## src/rtl/period_meter.sv

```systemverilog
// -----------------------------------------------------------------------------
// period_meter
//
// Measures the period and high time of a slow, asynchronous signal in units of
// CLK_in cycles. A START_in request arms the meter; it waits for a rising edge
// of the synchronized signal, then counts to the falling edge (high time) and
// to the next rising edge (period). The result is held on a valid/ready
// handshake.
//
// Parameters:
//   CNT_W        width of the cycle counter and of both result buses
//   SYNC_STAGES  depth of the SIG_in synchronizer, legal range 2..4
//
// Ports:
//   CLK_in       clock for all logic
//   RST_n_in     synchronous active-low reset
//   SIG_in       asynchronous signal under measurement
//   START_in     one-cycle measurement request (honoured only in IDLE)
//   READY_in     consumer accepts the held result
//   PERIOD_out   cycles from rising edge to next rising edge
//   HIGH_out     cycles from rising edge to falling edge
//   VALID_out    result held and valid
//   TIMEOUT_out  qualifies VALID_out: the counter saturated
//   OVERRUN_out  (continuous mode only) sticky: an unaccepted result was lost
//   BUSY_out     high whenever the FSM is not in IDLE
//
// Build option:
//   PERIOD_METER_CONT_EN  continuous mode. The closing rise of a measurement
//                         opens the next one, results land in a one-entry
//                         output register, a timeout returns to ARM and the
//                         OVERRUN_out port is added.
// -----------------------------------------------------------------------------
module period_meter #(
    parameter int CNT_W       = 32,
    parameter int SYNC_STAGES = 2
) (
    input  logic             CLK_in,
    input  logic             RST_n_in,
    input  logic             SIG_in,
    input  logic             START_in,
    input  logic             READY_in,
    output logic [CNT_W-1:0] PERIOD_out,
    output logic [CNT_W-1:0] HIGH_out,
    output logic             VALID_out,
    output logic             TIMEOUT_out,
`ifdef PERIOD_METER_CONT_EN
    output logic             OVERRUN_out,
`endif
    output logic             BUSY_out
);

    typedef enum logic [1:0] {
        S_IDLE,
        S_ARM,
        S_MEASURE,
        S_HOLD
    } state_t;

    state_t                 r_state;
    logic [SYNC_STAGES-1:0] r_sync;
    logic                   r_hist;
    logic [CNT_W-1:0]       r_cnt;
    logic [CNT_W-1:0]       r_high_cap;
    logic                   r_high_seen;
    logic [CNT_W-1:0]       r_period;
    logic [CNT_W-1:0]       r_high;
    logic                   r_valid;
    logic                   r_timeout;
`ifdef PERIOD_METER_CONT_EN
    logic                   r_overrun;
`endif

    logic                   w_sync;
    logic                   w_rise;
    logic                   w_fall;
    logic                   w_cnt_max;
    logic [CNT_W-1:0]       w_cnt_inc;
    logic                   w_push;
    logic [CNT_W-1:0]       w_res_period;
    logic [CNT_W-1:0]       w_res_high;
    logic                   w_res_timeout;

    // Synchronizer followed by one history flop. Both edges are derived from
    // the same pair of flops, so rise and fall share the same latency and the
    // measured widths are not skewed.
    always_ff @(posedge CLK_in) begin
        if (!RST_n_in) begin
            r_sync <= '0;
            r_hist <= 1'b0;
        end else begin
            r_sync <= {r_sync[SYNC_STAGES-2:0], SIG_in};
            r_hist <= w_sync;
        end
    end

    assign w_sync = r_sync[SYNC_STAGES-1];
    assign w_rise = w_sync & ~r_hist;
    assign w_fall = ~w_sync & r_hist;

    // Saturating counter: all-ones is the timeout condition, never wraps.
    assign w_cnt_max = (r_cnt == {CNT_W{1'b1}});
    assign w_cnt_inc = w_cnt_max ? r_cnt : r_cnt + CNT_W'(1);

    // Result production: a closing rise in MEASURE, or saturation in ARM or
    // MEASURE. A rise takes priority over saturation in the same cycle.
    always_comb begin
        w_push        = 1'b0;
        w_res_period  = {CNT_W{1'b1}};
        w_res_high    = {CNT_W{1'b1}};
        w_res_timeout = 1'b0;
        case (r_state)
            S_ARM: begin
                if (!w_rise && w_cnt_max) begin
                    w_push        = 1'b1;
                    w_res_timeout = 1'b1;
                end
            end
            S_MEASURE: begin
                if (w_rise) begin
                    w_push       = 1'b1;
                    w_res_period = r_cnt;
                    // A pulse too narrow to produce a fall reports zero high time.
                    w_res_high   = r_high_seen ? r_high_cap : '0;
                end else if (w_cnt_max) begin
                    w_push        = 1'b1;
                    w_res_timeout = 1'b1;
                    w_res_high    = r_high_seen ? r_high_cap : {CNT_W{1'b1}};
                end
            end
            default: ;
        endcase
    end

    // FSM together with its registered outputs.
    always_ff @(posedge CLK_in) begin
        if (!RST_n_in) begin
            r_state     <= S_IDLE;
            r_cnt       <= '0;
            r_high_cap  <= '0;
            r_high_seen <= 1'b0;
            r_period    <= '0;
            r_high      <= '0;
            r_valid     <= 1'b0;
            r_timeout   <= 1'b0;
`ifdef PERIOD_METER_CONT_EN
            r_overrun   <= 1'b0;
`endif
        end else begin
            // Output register: a new result wins over a handshake in the same
            // cycle; otherwise an accepted result drops VALID and TIMEOUT while
            // the data buses keep their last values.
            if (w_push) begin
                r_period  <= w_res_period;
                r_high    <= w_res_high;
                r_valid   <= 1'b1;
                r_timeout <= w_res_timeout;
`ifdef PERIOD_METER_CONT_EN
                if (r_valid && !READY_in) begin
                    r_overrun <= 1'b1;
                end
`endif
            end else if (r_valid && READY_in) begin
                r_valid   <= 1'b0;
                r_timeout <= 1'b0;
            end

            case (r_state)
                S_IDLE: begin
                    if (START_in) begin
                        r_state <= S_ARM;
                        r_cnt   <= '0;
                    end
                end
                S_ARM: begin
                    if (w_rise) begin
                        r_state     <= S_MEASURE;
                        r_cnt       <= CNT_W'(1);
                        r_high_seen <= 1'b0;
                    end else if (w_cnt_max) begin
`ifdef PERIOD_METER_CONT_EN
                        r_cnt   <= '0;
`else
                        r_state <= S_HOLD;
`endif
                    end else begin
                        r_cnt <= w_cnt_inc;
                    end
                end
                S_MEASURE: begin
                    if (w_rise) begin
`ifdef PERIOD_METER_CONT_EN
                        // The closing edge is also the opening edge of the next one.
                        r_cnt       <= CNT_W'(1);
                        r_high_seen <= 1'b0;
`else
                        r_state     <= S_HOLD;
`endif
                    end else if (w_cnt_max) begin
`ifdef PERIOD_METER_CONT_EN
                        r_state <= S_ARM;
                        r_cnt   <= '0;
`else
                        r_state <= S_HOLD;
`endif
                    end else begin
                        r_cnt <= w_cnt_inc;
                        if (w_fall && !r_high_seen) begin
                            r_high_cap  <= r_cnt;
                            r_high_seen <= 1'b1;
                        end
                    end
                end
                S_HOLD: begin
                    // START_in is deliberately not looked at here, including
                    // the handshake cycle.
                    if (r_valid && READY_in) begin
                        r_state <= S_IDLE;
                    end
                end
                default: r_state <= S_IDLE;
            endcase
        end
    end

    assign PERIOD_out  = r_period;
    assign HIGH_out    = r_high;
    assign VALID_out   = r_valid;
    assign TIMEOUT_out = r_timeout;
`ifdef PERIOD_METER_CONT_EN
    assign OVERRUN_out = r_overrun;
`endif
    assign BUSY_out    = (r_state != S_IDLE);

endmodule

```

## config.mk

```make
export PLATFORM = sky130hd
export DESIGN_NAME = period_meter
export DESIGN_NICKNAME = d
export VERILOG_FILES = /design/src/rtl/period_meter.sv
export SDC_FILE = /design/constraint.sdc
export NUM_CORES = 1
export LEC_CHECK = 0
export ABC_AREA = 1
export ABC_CLOCK_PERIOD_IN_PS = 4200
export CORE_MARGIN = 1.5
export CORE_UTILIZATION = 60
export DETAILED_ROUTE_END_ITERATION = 10
export PLACE_DENSITY = 0.95
export SLEW_MARGIN = 10
export SYNTH_ARGS = -nofsm -noshare
export SYNTH_HDL_FRONTEND = slang
export SYNTH_SLANG_ARGS = --single-unit
```

## constraint.sdc

```tcl
create_clock -name CLK_in -period 4.2 [get_ports CLK_in]
set_clock_uncertainty 0.15 [all_clocks]
set_input_delay 0.84 -clock CLK_in [delete_from_list [all_inputs] [get_ports CLK_in]]
set_output_delay 0.84 -clock CLK_in [all_outputs]
set_load 0.005 [all_outputs]
```

==> results.cfg <==
[timing]
rsz0062_at_grt = no
final_max_slew_viol_count = 0
fmax_mhz = 292
finalCriticalPeriod_ns = 3.42
setup_tns_ns = 0
slew_headroom_pct = 43.0
final-setup-viol-count = 0
period_share_pct = 81.4
tightest_slew_ns = 0.851
hold_viol_final = 0

[yosys]
synth_cells = 885
yosysMostFrequentCell = nand2_1
synth_seq_cells = 136
ys_seq_area_share_pct = 42.7
syn_area_per_cell_sq_um = 7.20
synth_area_sq_um = 6370
synth_cell_types = 34
synth_area_leaders = dfxtp_1 43%, nand2_1 12%, a21oi_1 9.3%
synth_common_cells = 200 x nand2_1, 136 x dfxtp_1, 119 x a21oi_1, 95 x inv_1, 61 x nor2_1
synth_top_area_share_pct = 42.7
syn_nets = 898
ys_warn_count = 0
yosysTopAreaCell = dfxtp_1
synth_edf_count = 0
synth_ff_type = dfxtp_1
ys_async_sr_fraction_pct = 0

[worst_setup_path]
cp.arrival_ns = 3.71
cp-end-kind = flip-flop
path_class = reg2reg
cp_max_fo = 51
required_ns = 4.49
cp-start-kind = flip-flop
r2r_slack_ns = 0.78

[finish]
drive_gt1_share_pct = 7.55
diodes = 0
fin_nets = 941
final_cell_area_sq_um = 7630
syn_to_final_growth_pct = 19.7
nFillCells = 756

[detailed_routing]
drcViolationCount = 0
avgRoutedWirePerCell_um = 16.1
vias = 6331
finalWirelength_um = 17400
via_per_inst = 5.88
drt_first_pass_iters = 6
drtAntennaViolNets = 0
drtIter0Drc = 655

[power]
p_leak_uw = 0.00286
powerDensity_nw_per_um2 = 387
vdd_drop_max_v = 0.000211

[global_routing]
antenna_found_initial = 0
grt.busiest_layer = met2
grt_pass1_vias = 5962
grtUsageTotal_pct = 32.2
grt_util_met1_pct = 40.1
use_met3_pct = 6.25
grt_pass1_wl_um = 28800
grt_max_degree = 67
grt_overflow_total = 0
gr-usage-met2_pct = 55.1

[floorplan]
rows = 37
initial_core_util_pct = 61.8
core_area_sq_um = 10300
chipWidth_um = 106
ios = 72
die_area_sq_um = 11300
dieHeight_um = 106

[cts]
cts_max_path_buffers = 2
clock-root-buffer = clkbuf_8
cts-resized-gates = 0
post-cts-setup-buffer-count = 0
cts_buffers = 17
htree_levels = 4
postCtsHoldBufs = 0
clock_latency_ns = 0.53
cts_sinks = 136
path_clk_slew_ns = 0.07
cts_tree = yes

[worst_hold_path]
hold_path.class = reg2reg

[placement]
gp_congestion = 1.00
hpwl_um = 11300
dpl_cell_area_sq_um = 7060
place.port_buffers = 71

[status]
outcome = finished clean

[flow_run]
maxCapViolations = 0
==> sequential cells by signal (all words and copies together), names as in the netlist <==
signal       cells
r_state          2
r_sync           2
VALID_out        1
HIGH_out        32
r_cnt           32
TIMEOUT_out      1
PERIOD_out      32
r_high_cap      32
r_high_seen      1
r_hist           1
==> power breakdown <==
part / internal [uW] / switching, uW / total, uW
registers: 1300 / 10.6 / 1310
clock network: 812 / 645 / 1460
logic: 58.8 / 124 / 183
total: 2170 / 780 / 2950
==> layer usage <==
metal	part of all wire [%]	wire length (um)
met5	0	0
met4	2.6	450
met3	7.7	1340
met2	48	8400
met1	41	7210
==> critical path: stages, from the launching register on <==
cell	delay, ns
dfxtp_1	0.34
inv_1	0.15
ha_1	0.22
inv_1	0.25
nor4_1	0.55
nand3_2	0.43
inv_2	0.74
o21ai_0	0.26
a21oi_1	0.23
==> layout by cell type, fill, tap and decap left out, types with 3 or more instances in the layout <==
cell               n
a21oi_1          119
inv_6              3
buf_4             11
nand2_1          200
o21ai_1            6
o21bai_1           3
dfxtp_1          136
clkbuf_16         16
o311ai_1          23
inv_1             94
ha_1               8
o21ai_0           34
nand3_1           25
nor3_1            58
clkdlybuf4s50_1   71
clkinvlp_4         3
nor2_4             4
nor3_2            12
nand2_2            4
nand4_1           12
o311ai_0           9
nor2_1            60
inv_8              4
==> cell type report <==
cell class              count  area, sq um  area share [%]
flip-flops and latches    136         2720            35.7
repair buffers             83          813            10.7
well taps                 136          170            2.23
clock buffers              17          414            5.43
inverters                  96          360            4.72
multi-input cells         594         2990            39.2
clock inverters            15          163            2.13
==> final timing paths <==
path                                       to  cells after the start                    start
setup / recovery  r_high_cap[20]$_SDFFE_PN0P_                      8  r_state[0]$_SDFFE_PN0P_
setup reg to reg  r_high_cap[20]$_SDFFE_PN0P_                      8  r_state[0]$_SDFFE_PN0P_
hold / removal           r_sync[1]$_SDFF_PN0_                      2     r_sync[0]$_SDFF_PN0_
hold reg to reg          r_sync[1]$_SDFF_PN0_                      2     r_sync[0]$_SDFF_PN0_
==> metrics by stage <==
stage               util [%]  setup slack, ns  instances  power (uW)  hold slack [ns]
floorplan                  -             2.09        885        1460            0.240
global placement        68.3             1.14       1045        1520            0.250
detailed placement      68.3             1.13       1045        1520            0.261
CTS                     73.9            0.914       1077        2950            0.279
global route            73.9            0.590       1077        3040            0.309
finish                  73.9            0.779       1077        2950            0.275
==> logic make-up after synthesis <==
kind of cell             Yosys count  share of synthesized area, %
AND/OR/NAND/NOR                  385                          27.2
AO/OA/AOI/OAI                    199                          17.7
XOR/XNOR                           2                         0.275
flip-flops                       136                          42.7
adder cells (fa/ha/maj)            8                          1.57
buffers and inverters            155                          10.6
Power figures use the tool's default switching activity.
